===== config.mk =====
export PLATFORM = sky130hd
export DESIGN_NAME = alu_op_sequencer
export DESIGN_NICKNAME = d
export VERILOG_FILES = /design/src/rtl/alu_op_sequencer.sv
export SDC_FILE = /design/constraint.sdc
export NUM_CORES = 1
export LEC_CHECK = 0
export ABC_AREA = 1
export CELL_PAD_IN_SITES_DETAIL_PLACEMENT = 1
export CELL_PAD_IN_SITES_GLOBAL_PLACEMENT = 1
export CORE_ASPECT_RATIO = 0.8
export CORE_UTILIZATION = 24
export CTS_CLUSTER_DIAMETER = 60
export CTS_CLUSTER_SIZE = 12
export DETAILED_ROUTE_END_ITERATION = 7
export GPL_ROUTABILITY_DRIVEN = 0
export PLACE_DENSITY = 0.9
export SYNTH_ARGS = -nofsm -noshare
export SYNTH_HDL_FRONTEND = slang
export SYNTH_SLANG_ARGS = --single-unit

===== constraint.sdc =====
create_clock -name Clock_i -period 1.54 [get_ports Clock_i]
set_input_delay 0.154 -clock Clock_i [delete_from_list [all_inputs] [get_ports Clock_i]]
set_output_delay 0.154 -clock Clock_i [all_outputs]
set_load 0.03 [all_outputs]

===== src/rtl/alu_op_sequencer.sv =====
// Sequences 16/32-bit ops onto a registered 16-bit ALU over a valid/ready command/response pair.
// Define ALU_SEQ_ADD32_EN to enable the two-step ADD32 (ISSUE_HI/WAIT_HI) path.
module alu_op_sequencer #(
    parameter logic [4:0] NOP_FUNSEL = 5'b01000
) (
    input  logic        Clock_i,
    input  logic        Reset_i,
    input  logic        CmdValid_i,
    output logic        CmdReady_o,
    input  logic [2:0]  CmdOp_i,
    input  logic [31:0] CmdA_i,
    input  logic [31:0] CmdB_i,
    output logic [15:0] ALU_A_o,
    output logic [15:0] ALU_B_o,
    output logic [4:0]  ALU_FunSel_o,
    output logic        ALU_WF_o,
    input  logic [15:0] ALU_Out_i,
    input  logic [3:0]  ALU_Flags_i,
    output logic        RspValid_o,
    input  logic        RspReady_i,
    output logic [31:0] RspData_o,
    output logic [3:0]  RspFlags_o,
    output logic        RspErr_o
);

`ifdef ALU_SEQ_ADD32_EN
    typedef enum logic [2:0] {
        IDLE, ISSUE_LO, WAIT_LO, ISSUE_HI, WAIT_HI, RESP
    } state_t;
`else
    typedef enum logic [2:0] {
        IDLE, ISSUE_LO, WAIT_LO, RESP
    } state_t;
`endif

    localparam logic [2:0] OP_PASS16 = 3'd0;
    localparam logic [2:0] OP_NOT16  = 3'd1;
    localparam logic [2:0] OP_ADD16  = 3'd2;
    localparam logic [2:0] OP_SUB16  = 3'd3;
    localparam logic [2:0] OP_ADD32  = 3'd4;

    state_t      state_q, state_d;
    logic [2:0]  op_q, op_d;
    logic [31:0] a_q, a_d;
    logic [31:0] b_q, b_d;
    logic [31:0] data_q, data_d;
    logic [3:0]  flags_q, flags_d;
    logic        err_q, err_d;

    logic        legal;
    logic [4:0]  lo_fun;
    logic [4:0]  fun;
    logic        wf;
    logic [15:0] alu_a;
    logic [15:0] alu_b;
    logic        rsp_valid;

`ifdef ALU_SEQ_ADD32_EN
    assign legal = (CmdOp_i <= OP_ADD32);
`else
    assign legal = (CmdOp_i <= OP_SUB16);
    logic unused_hi;
    assign unused_hi = ^{a_q[31:16], b_q[31:16]};
`endif

    // ADD32-low is a plain ADD so a stale ALU carry never leaks in
    always_comb begin
        lo_fun = NOP_FUNSEL;
        unique case (op_q)
            OP_PASS16: lo_fun = 5'b10000;
            OP_NOT16:  lo_fun = 5'b10010;
            OP_ADD16:  lo_fun = 5'b10100;
            OP_SUB16:  lo_fun = 5'b10110;
            OP_ADD32:  lo_fun = 5'b10100;
            default:   lo_fun = NOP_FUNSEL;
        endcase
    end

    always_comb begin
        state_d   = state_q;
        op_d      = op_q;
        a_d       = a_q;
        b_d       = b_q;
        data_d    = data_q;
        flags_d   = flags_q;
        err_d     = err_q;
        fun       = NOP_FUNSEL;
        wf        = 1'b0;
        alu_a     = 16'd0;
        alu_b     = 16'd0;
        rsp_valid = 1'b0;
        unique case (state_q)
            IDLE: begin
                if (CmdValid_i) begin
                    op_d    = CmdOp_i;
                    a_d     = CmdA_i;
                    b_d     = CmdB_i;
                    data_d  = 32'd0;
                    flags_d = 4'd0;
                    err_d   = !legal;
                    state_d = legal ? ISSUE_LO : RESP;
                end
            end
            ISSUE_LO: begin
                wf      = 1'b1;
                fun     = lo_fun;
                alu_a   = a_q[15:0];
                alu_b   = b_q[15:0];
                state_d = WAIT_LO;
            end
            WAIT_LO: begin
                data_d[15:0] = ALU_Out_i;
                flags_d      = ALU_Flags_i;
`ifdef ALU_SEQ_ADD32_EN
                state_d = (op_q == OP_ADD32) ? ISSUE_HI : RESP;
`else
                state_d = RESP;
`endif
            end
`ifdef ALU_SEQ_ADD32_EN
            ISSUE_HI: begin
                wf      = 1'b1;
                fun     = 5'b10101;
                alu_a   = a_q[31:16];
                alu_b   = b_q[31:16];
                state_d = WAIT_HI;
            end
            WAIT_HI: begin
                data_d[31:16] = ALU_Out_i;
                // Z must reflect the full 32-bit sum, not just the high half
                flags_d = {({ALU_Out_i, data_q[15:0]} == 32'd0),
                           ALU_Flags_i[2:0]};
                state_d = RESP;
            end
`endif
            RESP: begin
                rsp_valid = 1'b1;
                if (RspReady_i) state_d = IDLE;
            end
            default: state_d = IDLE;
        endcase
    end

    always_ff @(posedge Clock_i) begin
        if (Reset_i) begin
            state_q <= IDLE;
            op_q    <= 3'd0;
            a_q     <= 32'd0;
            b_q     <= 32'd0;
            data_q  <= 32'd0;
            flags_q <= 4'd0;
            err_q   <= 1'b0;
        end else begin
            state_q <= state_d;
            op_q    <= op_d;
            a_q     <= a_d;
            b_q     <= b_d;
            data_q  <= data_d;
            flags_q <= flags_d;
            err_q   <= err_d;
        end
    end

    // Reset forces the ALU-facing and handshake outputs quiet within the reset cycle
    assign CmdReady_o   = (state_q == IDLE) && !Reset_i;
    assign RspValid_o   = rsp_valid && !Reset_i;
    assign ALU_FunSel_o = Reset_i ? NOP_FUNSEL : fun;
    assign ALU_WF_o     = wf && !Reset_i;
    assign ALU_A_o      = Reset_i ? 16'd0 : alu_a;
    assign ALU_B_o      = Reset_i ? 16'd0 : alu_b;
    assign RspData_o    = data_q;
    assign RspFlags_o   = flags_q;
    assign RspErr_o     = err_q;

endmodule


**Word level (Yosys, flattened, before mapping)**

Cells that the tools add are included.

- Flip-flop bits (word level): 59
- Input port bits: 91
- Output and inout bits: 77

- Magnitude comparators: 1
- Equality and inequality tests: 9
- Multiplexer cells: 17
- Reductions and logical operators: 12

Operator list:

| kind | count |
|---|---|
| $mux W16 | 5 |
| $pmux W16 S2 | 1 |
| $pmux W5 S4 | 1 |
| $eq A3 B2 Y1 const B | 4 |
| $pmux W3 S4 | 1 |
| $mux W5 | 2 |
| $pmux W4 S2 | 1 |
| $eq A3 B1 Y1 const B | 2 |
| $logic_not A3 Y1 | 2 |
| $mux W3 | 2 |
| $reduce_and A2 Y1 | 3 |
| $mux W4 | 1 |
| $ne A2 B2 Y1 const B | 2 |
| $eq A3 B3 Y1 const B | 1 |
| $le A3 B2 Y1 const B | 1 |
| $logic_and A1 B1 Y1 | 3 |
| $logic_not A1 Y1 | 2 |
| $mux W1 | 2 |
| $mux W2 | 1 |
| $reduce_bool A2 Y1 | 1 |
| $reduce_or A2 Y1 | 1 |

**Logic depth before layout (Yosys ltp)**

- Depth after elaboration: 5
- Gate-level depth with buffers: 7
- Mapped depth without buffers: 7

**Worst setup path after synthesis**

Ideal clock, no wire load.

- Kind: register to output
- Start: reg state_q[1]
- End: out ALU_FunSel_o[2]
- Arrival: 2.016 ns
- Data required time: 1.386 ns
- Path slack: -0.630 ns
- Cell stages (with the launch flop): 8
- Buffers on the path: 1
- Path through: dfxtp_1 > inv_1 > ha_1 > buf_2 > inv_1 > nor2_1 > nand2_1 > nor2_1

- Word-level cells in the longest chain between the ends: 3

Ends and longest elaborated chain:

| what | RTL line | RTL |
|---|---|---|
| start, declared | 42 | `state_t state_q, state_d;` |
| start signal, assigned | 154 | `state_q <= state_d;` |
| $eq A3 B1 Y1 | 92 | `unique case (state_q)` |
| $mux W5 | 92 |  |
| $mux W5 | 167 | `assign ALU_FunSel_o = Reset_i ? NOP_FUNSEL : fun;` |
| end, declared | 15 | `output logic [4:0] ALU_FunSel_o,` |

Every way passes these cells.

**Final worst setup path**

Ends and elaborated chain as after synthesis.

==> flow_metrics.py <==
metrics = {
    "synth": {
        "netlist_instances": 373,
        "synth_area_leader_cell": "dfxtp_1",
        "yosys_warnings": 0,
        "synth_area_per_cell_um2": 7.11,
        "synthDistinctLibCells": 16,
        "synth_area_leaders": "dfxtp_1, nand2_1, a21oi_1",
        "synth_area_um2": 2650,
        "synth_top_area_share": 0.438,
        "yosysSeqAreaShare": 0.438,
        "ys_ff_latch": 58,
    },
    "grt": {
        "grt_overflow_total": 0,
        "grt_use_total": 0.158,
        "grt_pass1_wl_um": 14000,
        "antenna_found_initial": 0,
        "grt_pass1_vias": 2855,
        "grt_max_degree": 53,
    },
    "drt": {
        "wl_per_cell_um": 14.0,
        "firstDrtPassIters": 4,
        "drc": 0,
        "drtIter0Drc": 133,
        "wl_um": 8850,
        "drtAntennaViolNets": 0,
        "viasPerCell": 4.46,
        "via_count": 2825,
    },
    "hold_path": {
        "hold_class": "primary input to register",
    },
    "job": {
        "cap_violations": 0,
    },
    "floorplan": {
        "initial_core_util": 0.253,
        "fp.dieH_um": 96.0,
        "die_w_um": 120,
        "core_area_um2": 10500,
        "io_pins": 168,
        "dieArea_um2": 11500,
        "rows": 33,
    },
    "timing": {
        "holdWs_ns": 0.211,
        "period_needed_ns": 1.60,
        "setup_slack_ns": -0.0640,
        "drv_slew": 0,
        "rsz0062_at_grt": "yes",
        "finalHoldViolations": 0,
        "finalSetupViolCount": 24,
        "finalClockSkew_ns": 0.00643,
        "timing.final.crit_share": 1.04,
        "fmax_ghz": 0.623,
    },
    "cts": {
        "ctsHoldBuffers": 0,
        "clk_latency_ns": 0.32,
        "max-clock-path-buffers": 2,
        "clock_sinks": 58,
        "path_clk_slew_ns": 0.05,
        "cts-root-buf": "clkbuf_16",
        "cts_tree": "built",
        "cts_buffers": 9,
        "ctsHtreeMaxLevel": 3,
    },
    "run_status": {
        "violations": "negative setup slack",
        "status": "finished with violations",
    },
    "pwr": {
        "power.density_nw_per_um2": 1340,
        "irDropWorstVdd_mv": 0.676,
        "leakage_uw": 0.00181,
        "finalPower_uw": 5790,
    },
    "finish": {
        "drive_gt1_frac": 0.189,
        "area_growth_syn_to_layout_pct": 62.6,
        "diodes": 0,
        "stdcell_count": 633,
        "nets": 583,
        "final_cell_area_um2": 4310,
    },
    "worst_setup_path": {
        "critPathCaptureType": "output pin",
        "crit_required_ns": 1.39,
        "critPathArrivalTime_ns": 1.45,
        "worstSetupPathType": "register to output pin",
        "worstSetupStartpointType": "register",
        "worstPathMaxFanout": 4,
    },
    "place": {
        "port_buffers": 118,
        "placed_cells": 612,
        "post-place-ws_ns": 0.0876,
        "dpl-instance-area_um2": 3840,
        "place_hpwl_um": 6160,
    },
}
[logic make-up (layout without fill, tap and decap cells)]
kind of cell,Yosys count,count (layout),share of synthesized area
other,1,17,0.00141
adder cells (fa/ha/maj),4,4,0.0189
AND/OR/NAND/NOR,195,195,0.297
AO/OA/AOI/OAI,59,59,0.111
buffers and inverters,56,160,0.133
flip-flops,58,58,0.438
[layout make-up]
| class | count | area (um2) |
|---|---|---|
| Sequential cell | 58 | 1160 |
| Clock inverter | 5 | 77.6 |
| Multi-Input combinational cell | 275 | 1260 |
| Fill cell | 1279 | 6180 |
| Clock buffer | 11 | 243 |
| Tap cell | 140 | 175 |
| Inverter | 10 | 38.8 |
| Timing Repair Buffer | 134 | 1350 |
[flip-flops by register name, indices dropped and copies added (netlist names)]
| name | count |
|---|---|
| RspData_o | 16 |
| RspErr_o | 1 |
| state_q | 2 |
| b_q | 16 |
| RspFlags_o | 4 |
| op_q | 3 |
| a_q | 16 |
[layout by cell type, fill, tap and decap left out]
cell             instances
nand3_1                 41
clkdlybuf4s50_1         71
dlymetal6s2s_1           6
dfxtp_2                  2
ha_2                     1
bufinv_16                2
nand2_2                  3
ha_4                     1
dfxtp_1                 56
clkinvlp_4               1
conb_1                  17
nor2_1                  29
clkinv_2                 3
clkbuf_1                 1
dlygate4sd2_1            1
nor2_4                   3
nand2_1                112
o21ai_1                  1
inv_2                    4
nand2_4                  1
inv_1                    5
buf_2                    1
buf_6                   11
clkbuf_16                9
nor2_2                   6
ha_1                     2
clkbuf_8                 1
a21oi_1                 58
buf_12                   8
buf_4                   36
[report_power, final]
| group | switching, uW | internal (uW) | total (uW) |
|---|---|---|---|
| logic | 1090 | 744 | 1830 |
| registers | 116 | 1700 | 1820 |
| clock network | 687 | 1450 | 2140 |
| total | 1890 | 3900 | 5790 |
[Yosys cell counts]
cell type	instances
buf_1	1
buf_2	17
conb_1	1
inv_1	9
nand2_1	114
clkbuf_1	3
a21oi_1	58
o21ai_0	1
nand2_2	2
nand3_1	41
clkinv_2	1
buf_4	18
dfxtp_1	58
ha_1	4
buf_6	7
nor2_1	38
[routing by layer]
layer	track usage	share of wire	up-vias
met5	0	0	-
met4	0.0438	0.0095	0
met3	0.0527	0.058	8
met2	0.295	0.51	86
met1	0.172	0.43	1339
li1	-	-	1392
[metrics by stage]
step | utilization | setup TNS [ns]
final | 0.411 | -0.403
after global routing | 0.411 | -3.94
after CTS | 0.408 | -2.64
after detailed placement | 0.366 | 0
after global placement | 0.366 | 0
after floorplan | - | 0
[final timing paths]
kind                    from  slack, ns              end  cells past startpoint
setup / recovery  state_q[1]      -0.06  ALU_FunSel_o[2]                      7
hold / removal       Reset_i       0.21          a_q[14]                      2
setup reg to reg  state_q[0]       0.09           a_q[8]                      7
hold reg to reg       b_q[5]       0.47           b_q[5]                      2
[worst max-delay path, cell delays in order, from the launching register on]
cell and delay, ns:
dfxtp_2 0.32, inv_2 0.07, ha_4 0.19, inv_2 0.05, nor2_4 0.14, nand2_4 0.10, nor2_4 0.12, buf_6 0.14
[what timing repair did]
action                     4_1_cts  5_1_grt
setup endpoints to repair       38       45
buffers inserted                 4        1
gates cloned                     1        0
pin swaps                        2        2
resized for setup               20       18
No activity file was read; power rests on OpenSTA's default activity.
